<file path="config.mk">
export PLATFORM = sky130hd
export DESIGN_NAME = piezo_tone_gen
export DESIGN_NICKNAME = d
export VERILOG_FILES = /design/src/rtl/piezo_tone_gen.sv
export SDC_FILE = /design/constraint.sdc
export NUM_CORES = 1
export LEC_CHECK = 0
export ABC_AREA = 0
export BUFFER_PORTS_ARGS = -buffer_cell sky130_fd_sc_hd__buf_4
export CAP_MARGIN = 5
export CORE_ASPECT_RATIO = 1.2
export CORE_MARGIN = 2
export CORE_UTILIZATION = 50
export DETAILED_ROUTE_END_ITERATION = 6
export PLACE_DENSITY = 0.73
export SLEW_MARGIN = 40
export SYNTH_ARGS = -nofsm -noshare
export SYNTH_HDL_FRONTEND = slang
export SYNTH_SLANG_ARGS = --single-unit
</file>
<file path="constraint.sdc">
create_clock -name clk -period 5.1 [get_ports clk]
set_input_delay 1.53 -clock clk [delete_from_list [all_inputs] [get_ports clk]]
set_output_delay 1.53 -clock clk [all_outputs]
set_load 0.05 [all_outputs]
</file>
<file path="src/rtl/piezo_tone_gen.sv">
// Square-wave tone generator for the memory-game piezo: follows the note code
// and overlays an error buzz (miss edge) and a two-tone chime (change_num).
module piezo_tone_gen #(
    parameter int unsigned DIV_SHIFT = 0,
    parameter int unsigned ERR_HALF  = 250000,
    parameter int unsigned ERR_LEN   = 25000000,
    parameter int unsigned CHIME_LEN = 5000000
) (
    input  logic       clk,
    input  logic       reset,
    input  logic [3:0] note,
    input  logic       miss,
    input  logic       change_num,
    input  logic       enable,
    output logic       piezo,
    output logic [3:0] active_note,
    output logic       busy
);

    // Tone counter must hold both the note table and the error half-period.
    localparam int unsigned TW = ($clog2(ERR_HALF + 1) > 17) ? $clog2(ERR_HALF + 1) : 17;

    typedef enum logic [1:0] {
        S_FOLLOW = 2'd0,
        S_ERR    = 2'd1,
        S_CHIME1 = 2'd2,
        S_CHIME2 = 2'd3
    } state_t;

    state_t          state_q, state_d;
    logic [31:0]     dur_q, dur_d;
    logic [TW-1:0]   tone_q, tone_d;
    logic            sq_q, sq_d;
    logic            miss_d_q;
    logic [3:0]      prev_note_q;
    logic            piezo_q;
    logic [3:0]      active_q, active_d;
    logic            busy_q;
    logic            load;
    logic            miss_edge;
    logic [TW-1:0]   half_cur;

    function automatic logic [TW-1:0] note_half(input logic [3:0] code);
        logic [16:0] base;
        case (code)
            4'd1:    base = 17'd95556;
            4'd2:    base = 17'd85131;
            4'd3:    base = 17'd75843;
            4'd4:    base = 17'd71586;
            4'd5:    base = 17'd63776;
            4'd6:    base = 17'd56818;
            4'd7:    base = 17'd50619;
            4'd8:    base = 17'd47778;
            default: base = 17'd0;
        endcase
        return TW'(base >> DIV_SHIFT);
    endfunction

    assign miss_edge = miss & ~miss_d_q;

    // Effect sequencing; a miss edge overrides everything, including change_num.
    always_comb begin
        state_d = state_q;
        dur_d   = dur_q + 32'd1;
        load    = 1'b0;
        if (miss_edge) begin
            state_d = S_ERR;
            dur_d   = '0;
            load    = 1'b1;
        end else begin
            case (state_q)
                S_FOLLOW: begin
                    dur_d = '0;
                    if (change_num) begin
                        state_d = S_CHIME1;
                        load    = 1'b1;
                    end else if (note != prev_note_q) begin
                        load = 1'b1;
                    end
                end
                S_ERR: begin
                    if (dur_q == 32'(ERR_LEN - 1)) begin
                        state_d = S_FOLLOW;
                        dur_d   = '0;
                        load    = 1'b1;
                    end
                end
                S_CHIME1, S_CHIME2: begin
                    if (change_num) begin
                        state_d = S_CHIME1;
                        dur_d   = '0;
                        load    = 1'b1;
                    end else if (dur_q == 32'(CHIME_LEN - 1)) begin
                        state_d = (state_q == S_CHIME1) ? S_CHIME2 : S_FOLLOW;
                        dur_d   = '0;
                        load    = 1'b1;
                    end
                end
                default: state_d = S_FOLLOW;
            endcase
        end
    end

    always_comb begin
        case (state_q)
            S_FOLLOW: half_cur = note_half(prev_note_q);
            S_ERR:    half_cur = TW'(ERR_HALF);
            S_CHIME1: half_cur = note_half(4'd5);
            S_CHIME2: half_cur = note_half(4'd8);
            default:  half_cur = '0;
        endcase
    end

    always_comb begin
        tone_d = tone_q + TW'(1);
        sq_d   = sq_q;
        if (load || (half_cur == '0)) begin
            tone_d = '0;
            sq_d   = 1'b0;
        end else if (tone_q == half_cur - TW'(1)) begin
            tone_d = '0;
            sq_d   = ~sq_q;
        end
    end

    always_comb begin
        case (state_d)
            S_FOLLOW: active_d = ((note >= 4'd1) && (note <= 4'd8)) ? note : 4'd0;
            S_ERR:    active_d = 4'hF;
            S_CHIME1: active_d = 4'd5;
            S_CHIME2: active_d = 4'd8;
            default:  active_d = 4'd0;
        endcase
    end

    always_ff @(posedge clk) begin
        if (reset) begin
            state_q     <= S_FOLLOW;
            dur_q       <= '0;
            tone_q      <= '0;
            sq_q        <= 1'b0;
            miss_d_q    <= 1'b0;
            prev_note_q <= 4'd0;
            piezo_q     <= 1'b0;
            active_q    <= 4'd0;
            busy_q      <= 1'b0;
        end else begin
            state_q     <= state_d;
            dur_q       <= dur_d;
            tone_q      <= tone_d;
            sq_q        <= sq_d;
            miss_d_q    <= miss;
            prev_note_q <= note;
            piezo_q     <= sq_d & enable;
            active_q    <= active_d;
            busy_q      <= (state_d != S_FOLLOW);
        end
    end

    assign piezo       = piezo_q;
    assign active_note = active_q;
    assign busy        = busy_q;

endmodule

</file>
==> impl_metrics.py, run 1 <==
metrics = {
    "clocking": {
        "clockRootBuffer": "clkbuf_8",
        "cts_tree": "built",
        "clk_path_buf_depth": 2,
        "clkSinkCount": 81,
        "htree_levels": 3,
        "cts.reportedPaths.clkPinSlew_ns": 0.09,
        "worstSkewPairLatency_ns": 0.36,
        "numCtsBuffers": 9,
        "ctsHoldBuffers": 0,
        "post_cts_buffers": 0,
        "cts_resized": 0,
    },
    "synth": {
        "synthFlopType": "dfxtp_1",
        "yosysSeqAreaShare": 0.3491,
        "synthDistinctLibCells": 60,
        "ys_async_sr_fraction": 0,
        "synth_edf_count": 0,
        "syn_inst": 549,
        "ys_seq_elements": 81,
        "synth_nets": 577,
        "yosysWarningCount": 0,
        "syn_area_um2": 4644,
        "synth.avg_cell_area_um2": 8.460,
    },
    "floorplan": {
        "die_w_um": 91.98,
        "die_area_um2": 10080,
        "start_util": 0.5141,
        "std_cell_rows": 38,
        "io_pins": 15,
        "die_h_um": 109.6,
        "core-area_um2": 9034,
    },
    "setup_path": {
        "critPathMaxStageDelay_ns": 0.63,
        "rr_worst_depth": 12,
        "start_kind": "flop",
        "regToRegSetupSlack_ns": 1.27,
        "r2r_start": "state_q[0]",
        "crit_required_ns": 5.31,
        "path_cells": "inv_1 -> ha_1 -> mux2i_1 -> ha_1 -> a21boi_0 -> nand4_1 -> or3b_1 -> o31ai_1 -> o31ai_1 -> a2111oi_4 -> buf_4 -> nor3_1",
        "end_kind": "flop",
        "cp_slowest_cell": "a2111oi_4",
        "cp_max_fo": 15,
        "worstSetupPathType": "reg -> reg",
        "rr_endpoint": "tone_q[11]",
        "critPathArrivalTime_ns": 4.05,
    },
    "timing": {
        "rsz0062_at_grt": "false",
        "post-route-min-period_ns": 3.834,
        "setup_tns_ns": 0,
        "fin_skew_ns": 0.01226,
        "finalCritPeriodShare": 0.7517,
        "holdWs_ns": 0.4676,
        "max_slew_margin": 0.5218,
        "setup_slack_ns": 1.266,
        "hold_viol": 0,
        "worstMarginPinSlew_ns": 0.7081,
        "maxSlewViolCount": 0,
        "fmax_ghz": 0.2608,
        "setup_violations": 0,
    },
    "power_and_ir_drop": {
        "p_per_area_nw_per_um2": 269.8,
        "ir_worst_vdd_uv": 220.8,
        "p_leak_nw": 1.810,
        "swShare": 0.3037,
        "intPower_mw": 0.9330,
        "p_seq_frac": 0.493,
        "clkPwrFrac": 0.316,
        "p_sw_mw": 0.4069,
        "p_comb_frac": 0.191,
    },
    "route": {
        "ant_nets": 0,
        "viasPerCell": 5.498,
        "wl_per_cell_um": 13.71,
        "drt_pre_antenna_iters": 6,
        "drt_iter0_markers": 222,
        "num_vias": 3711,
        "drc": 0,
        "wl_um": 9255,
    },
    "global_route": {
        "grt_max_degree": 32,
        "grt_overflow": 0,
        "grt_pass1_wl_um": 15800,
        "grt_usage": 0.1944,
        "antenna_found_initial": 0,
        "grt_pass1_vias": 3460,
    },
    "final_layout": {
        "num_antenna_cells": 0,
        "nets": 578,
        "syn2layout_area_growth_pct": 6.950,
        "drive_above_1_share": 0.08288,
        "postLayoutCellArea_um2": 4967,
    },
    "place": {
        "port_buffers": 14,
        "place_area_um2": 4791,
        "dp_hpwl_um": 6886,
        "post-place-ws_ns": 1.290,
        "gp_congestion": 0.8932,
    },
    "hold_path": {
        "hp-class": "reg -> reg",
        "min_delay_path_depth": 1,
        "hold_end": "dur_q[0]",
        "hold_path_startpoint": "dur_q[0]",
    },
    "status": {
        "status": "finished clean",
    },
    "run": {
        "maxCapViolCount": 0,
    },
}
## worst max-delay path by stage
stage / startpoint / endpoint / slack (ns) / cells after the start
after global placement: state_q[1] / tone_q[5] / 1.43 / 12
after detailed placement: state_q[1] / tone_q[9] / 1.29 / 12
final: state_q[0] / tone_q[11] / 1.27 / 12
after floorplan: state_q[1] / piezo / 1.45 / 15
after global routing: state_q[0] / tone_q[10] / 0.85 / 12
after CTS: state_q[1] / tone_q[10] / 1.28 / 12
## cells in the mapped netlist, types with 5 or more instances
library cell / count / area [µm²]
o21a_1: 5 / 37.54
o21ai_0: 10 / 50.05
ha_1: 19 / 237.7
and3_1: 11 / 68.82
clkbuf_1: 14 / 52.55
nand4_1: 16 / 100.1
nand2_1: 31 / 116.4
mux2i_1: 8 / 80.08
inv_1: 22 / 82.58
xor2_1: 36 / 315.3
nor2_1: 77 / 289.0
or4_1: 7 / 52.55
xnor2_1: 36 / 315.3
a211oi_1: 5 / 37.54
nor4b_1: 6 / 52.55
a21oi_1: 12 / 60.06
nor2b_1: 5 / 31.28
nor3_1: 34 / 170.2
dfxtp_1: 81 / 1622
buf_1: 6 / 22.52
nand3_1: 24 / 120.1
nand3b_1: 6 / 45.04
nand2b_1: 14 / 87.58
## cells in the final DEF (no fill, tap or decap), types with 6 or more instances in the layout
master and n:
nor4b_1 6, o21ai_0 10, xnor2_1 36, inv_1 22, nand2b_1 14, nand3b_1 6, and3_1 11, dfxtp_1 81
mux2i_1 8, buf_4 16, or4_1 7, ha_1 19, nor2_1 77, xor2_1 36, nand4_1 16, nor3_1 34
nand3_1 24, a21oi_1 12, nand2_1 31, clkbuf_8 9
## cell families after synthesis
| group | synth area share |
|---|---|
| simple gates | 0.2866 |
| flops | 0.3491 |
| xor+xnor | 0.1409 |
| compound gates | 0.09618 |
| buf+inv | 0.04445 |
| fa+ha+maj | 0.05119 |
| mux | 0.03152 |
## power groups by stage
stage | logic [mW] | clock network [mW] | registers, mW
2_1_floorplan | 0.188 | 0 | 0.689
3_3_place_gp | 0.249 | 0 | 0.675
3_5_place_dp | 0.254 | 0 | 0.676
4_1_cts | 0.255 | 0.433 | 0.661
5_1_grt | 0.281 | 0.456 | 0.663
6_report | 0.256 | 0.423 | 0.661
## through the flow
stage | util | instances | total power [mW]
3_3_place_gp | 0.5303 | 659 | 0.9237
3_5_place_dp | 0.5303 | 659 | 0.9298
5_1_grt | 0.5499 | 675 | 1.400
4_1_cts | 0.5499 | 675 | 1.349
2_1_floorplan | - | 549 | 0.8771
6_report | 0.5499 | 675 | 1.340
## layout make-up
class                      count  area [µm²]
fill                         853        4066
multi-input combinational    420        2816
clock buffer                   9       123.9
timing repair buffer          16       120.1
clock inverter                 7       52.55
tap                          120       150.1
sequential                    81        1622
inverter                      22       82.58
## layer usage
metal / wire, µm / global-route usage / share of wire
met1: 4382 / 0.2430 / 0.47
met2: 4443 / 0.3319 / 0.48
met3: 268 / 0.03016 / 0.029
met4: 161 / 0.08955 / 0.017
met5: 0 / 0 / 0
## worst max-delay path, delay by kind of cell, from the launching register on
family | cells | cell delay (ns)
multiplexers | 1 | 0.25
AND/OR/NAND/NOR | 3 | 0.71
adder cells (fa/ha/maj) | 2 | 0.70
AO/OA/AOI/OAI | 4 | 1.23
flip-flops | 1 | 0.36
buffers and inverters | 2 | 0.42
Note: power is estimated with default switching activity, not from simulation.
==> run 2, diff against run 1 <==
==> constraint.sdc (replaced) <==
create_clock -name clk -period 3.9 [get_ports clk]
set_input_delay 1.17 -clock clk [delete_from_list [all_inputs] [get_ports clk]]
set_output_delay 1.17 -clock clk [all_outputs]
set_load 0.05 [all_outputs]
==> run 2 against run 1 <==
Combinational power is 32% higher. Critical path depth unchanged. Setup slack got worse by 0.97 ns. Design area rose by 1.3%. First-iteration DRC count is 6.8% higher. Critical path type unchanged. Critical endpoint is now piezo. Largest power group unchanged.
==> impl_metrics.py, run 2 (synthesized netlist as in run 1, its figures left out) <==
metrics = {
    "status": {
        "status": "finished clean",
    },
    "timing": {
        "rsz0062_at_grt": "false",
        "fin_skew_ns": 0.008906,
        "hold_viol": 0,
        "setup_slack_ns": 0.2985,
        "setup_violations": 0,
        "max_slew_margin": 0.5645,
        "finalCritPeriodShare": 0.9235,
        "post-route-min-period_ns": 3.601,
        "worstMarginPinSlew_ns": 0.6532,
        "fmax_ghz": 0.2777,
        "setup_tns_ns": 0,
        "maxSlewViolCount": 0,
    },
    "setup_path": {
        "cp_top_family": "compound AO/OA/AOI/OAI gates",
        "cp_slowest_cell": "a2111oi_4",
        "crit_buf_inv": 2,
        "endpoint": "piezo",
        "crit_cells": 12,
        "cp-startpoint": "state_q[0]",
        "crit_required_ns": 4.14,
        "start_kind": "flop",
        "worstSetupPathType": "reg -> reg",
        "critPathArrivalTime_ns": 3.84,
        "cp_max_fo": 17,
        "rr_endpoint": "piezo",
        "r2r_start": "state_q[0]",
        "end_kind": "flop",
        "critPathMaxStageDelay_ns": 0.61,
        "regToRegSetupSlack_ns": 0.30,
        "rr_worst_depth": 12,
        "path_cells": "inv_1 -> ha_1 -> buf_4 -> nand2_1 -> ha_1 -> a21boi_0 -> nand4_1 -> or3b_1 -> o31ai_1 -> o31ai_1 -> a2111oi_4 -> mux2_4",
    },
    "clocking": {
        "clk_path_buf_depth": 2,
        "cts.reportedPaths.clkPinSlew_ns": 0.09,
        "numCtsBuffers": 9,
        "clockRootBuffer": "clkbuf_8",
        "clkSinkCount": 81,
        "cts_tree": "built",
        "post_cts_buffers": 0,
        "htree_levels": 3,
        "worstSkewPairLatency_ns": 0.35,
    },
    "power_and_ir_drop": {
        "p_leak_nw": 1.841,
        "p_seq_frac": 0.470,
        "intPower_mw": 1.307,
        "ir_worst_vdd_uv": 334.3,
        "p_per_area_nw_per_um2": 365.7,
        "p_comb_frac": 0.184,
        "power_mw": 1.841,
        "swShare": 0.2896,
        "clkPwrFrac": 0.346,
        "p_sw_mw": 0.5330,
    },
    "final_layout": {
        "final_cell_mix": "dfxtp_1 (81), nor2_1 (77), xnor2_1 (36), xor2_1 (36), nor3_1 (34)",
        "postLayoutCoreUtil": 0.5572,
        "drive_above_1_share": 0.09123,
        "fill_cells": 850,
        "fin_cells": 679,
        "layout_commonest_cell": "dfxtp_1",
        "nets": 582,
        "syn2layout_area_growth_pct": 8.378,
        "num_antenna_cells": 0,
    },
    "floorplan": {
        "start_util": 0.5141,
        "core-area_um2": 9034,
        "std_cell_rows": 38,
        "die_w_um": 91.98,
        "die_h_um": 109.6,
        "die_area_um2": 10080,
        "io_pins": 15,
    },
    "route": {
        "drt_pre_antenna_iters": 5,
        "num_vias": 3757,
        "drc": 0,
        "wl_per_cell_um": 13.90,
        "ant_nets": 0,
        "drt_iter0_markers": 237,
        "viasPerCell": 5.533,
        "wl_um": 9439,
    },
    "place": {
        "dp_cells": 663,
        "port_buffers": 14,
        "gp_congestion": 0.9275,
        "post-place-ws_ns": 0.2556,
        "dp_hpwl_um": 7062,
    },
    "hold_path": {
        "hp-class": "reg -> reg",
    },
    "global_route": {
        "antenna_found_initial": 0,
        "grt_pass1_vias": 3541,
        "grt_usage": 0.1973,
        "grt_max_degree": 32,
        "grt_overflow": 0,
        "grt_pass1_wl_um": 16080,
    },
    "run": {
        "maxCapViolCount": 0,
    },
}
[run 2: cell type report]
class	instances	area, µm²	share of cell area
multi-input combinational	420	2819	0.5600
sequential	81	1622	0.3221
timing repair buffer	20	150.1	0.02983
tap	120	150.1	0.02983
clock buffer	10	137.6	0.02734
inverter	22	82.58	0.01641
clock inverter	6	72.57	0.01442
[run 2: power groups by stage]
stage	combinational (mW)	clock, mW	sequential (mW)
after floorplan	0.246	0	0.900
after global placement	0.331	0	0.884
after detailed placement	0.336	0	0.884
after CTS	0.338	0.657	0.865
after global routing	0.372	0.689	0.867
final	0.339	0.637	0.865
[run 2: worst min path at each step]
stage	startpoint	cells after the start	end
final	dur_q[0]	1	dur_q[0]
after global routing	dur_q[0]	1	dur_q[0]
after CTS	dur_q[0]	1	dur_q[0]
after detailed placement	dur_q[0]	1	dur_q[0]
after global placement	dur_q[0]	1	dur_q[0]
after floorplan	dur_q[0]	1	dur_q[0]
[run 2: timing repair]
action,CTS,global route
hold buffers,0,0
resized for setup,0,1
setup endpoints to repair,0,10
[run 2: layer usage]
| metal | share of wire | GRT usage | routed length, µm |
|---|---|---|---|
| met5 | 0 | 0 | 0 |
| met4 | 0.018 | 0.09168 | 174 |
| met3 | 0.038 | 0.03290 | 362 |
| met2 | 0.49 | 0.3361 | 4602 |
| met1 | 0.46 | 0.2454 | 4300 |
[run 2: metrics by stage]
| step | area, µm² | hold WS (ns) |
|---|---|---|
| floorplan | 4644 | 0.4297 |
| global placement | 4821 | 0.4453 |
| detailed placement | 4821 | 0.4613 |
| CTS | 5031 | 0.4832 |
| global route | 5034 | 0.5027 |
| finish | 5034 | 0.4686 |
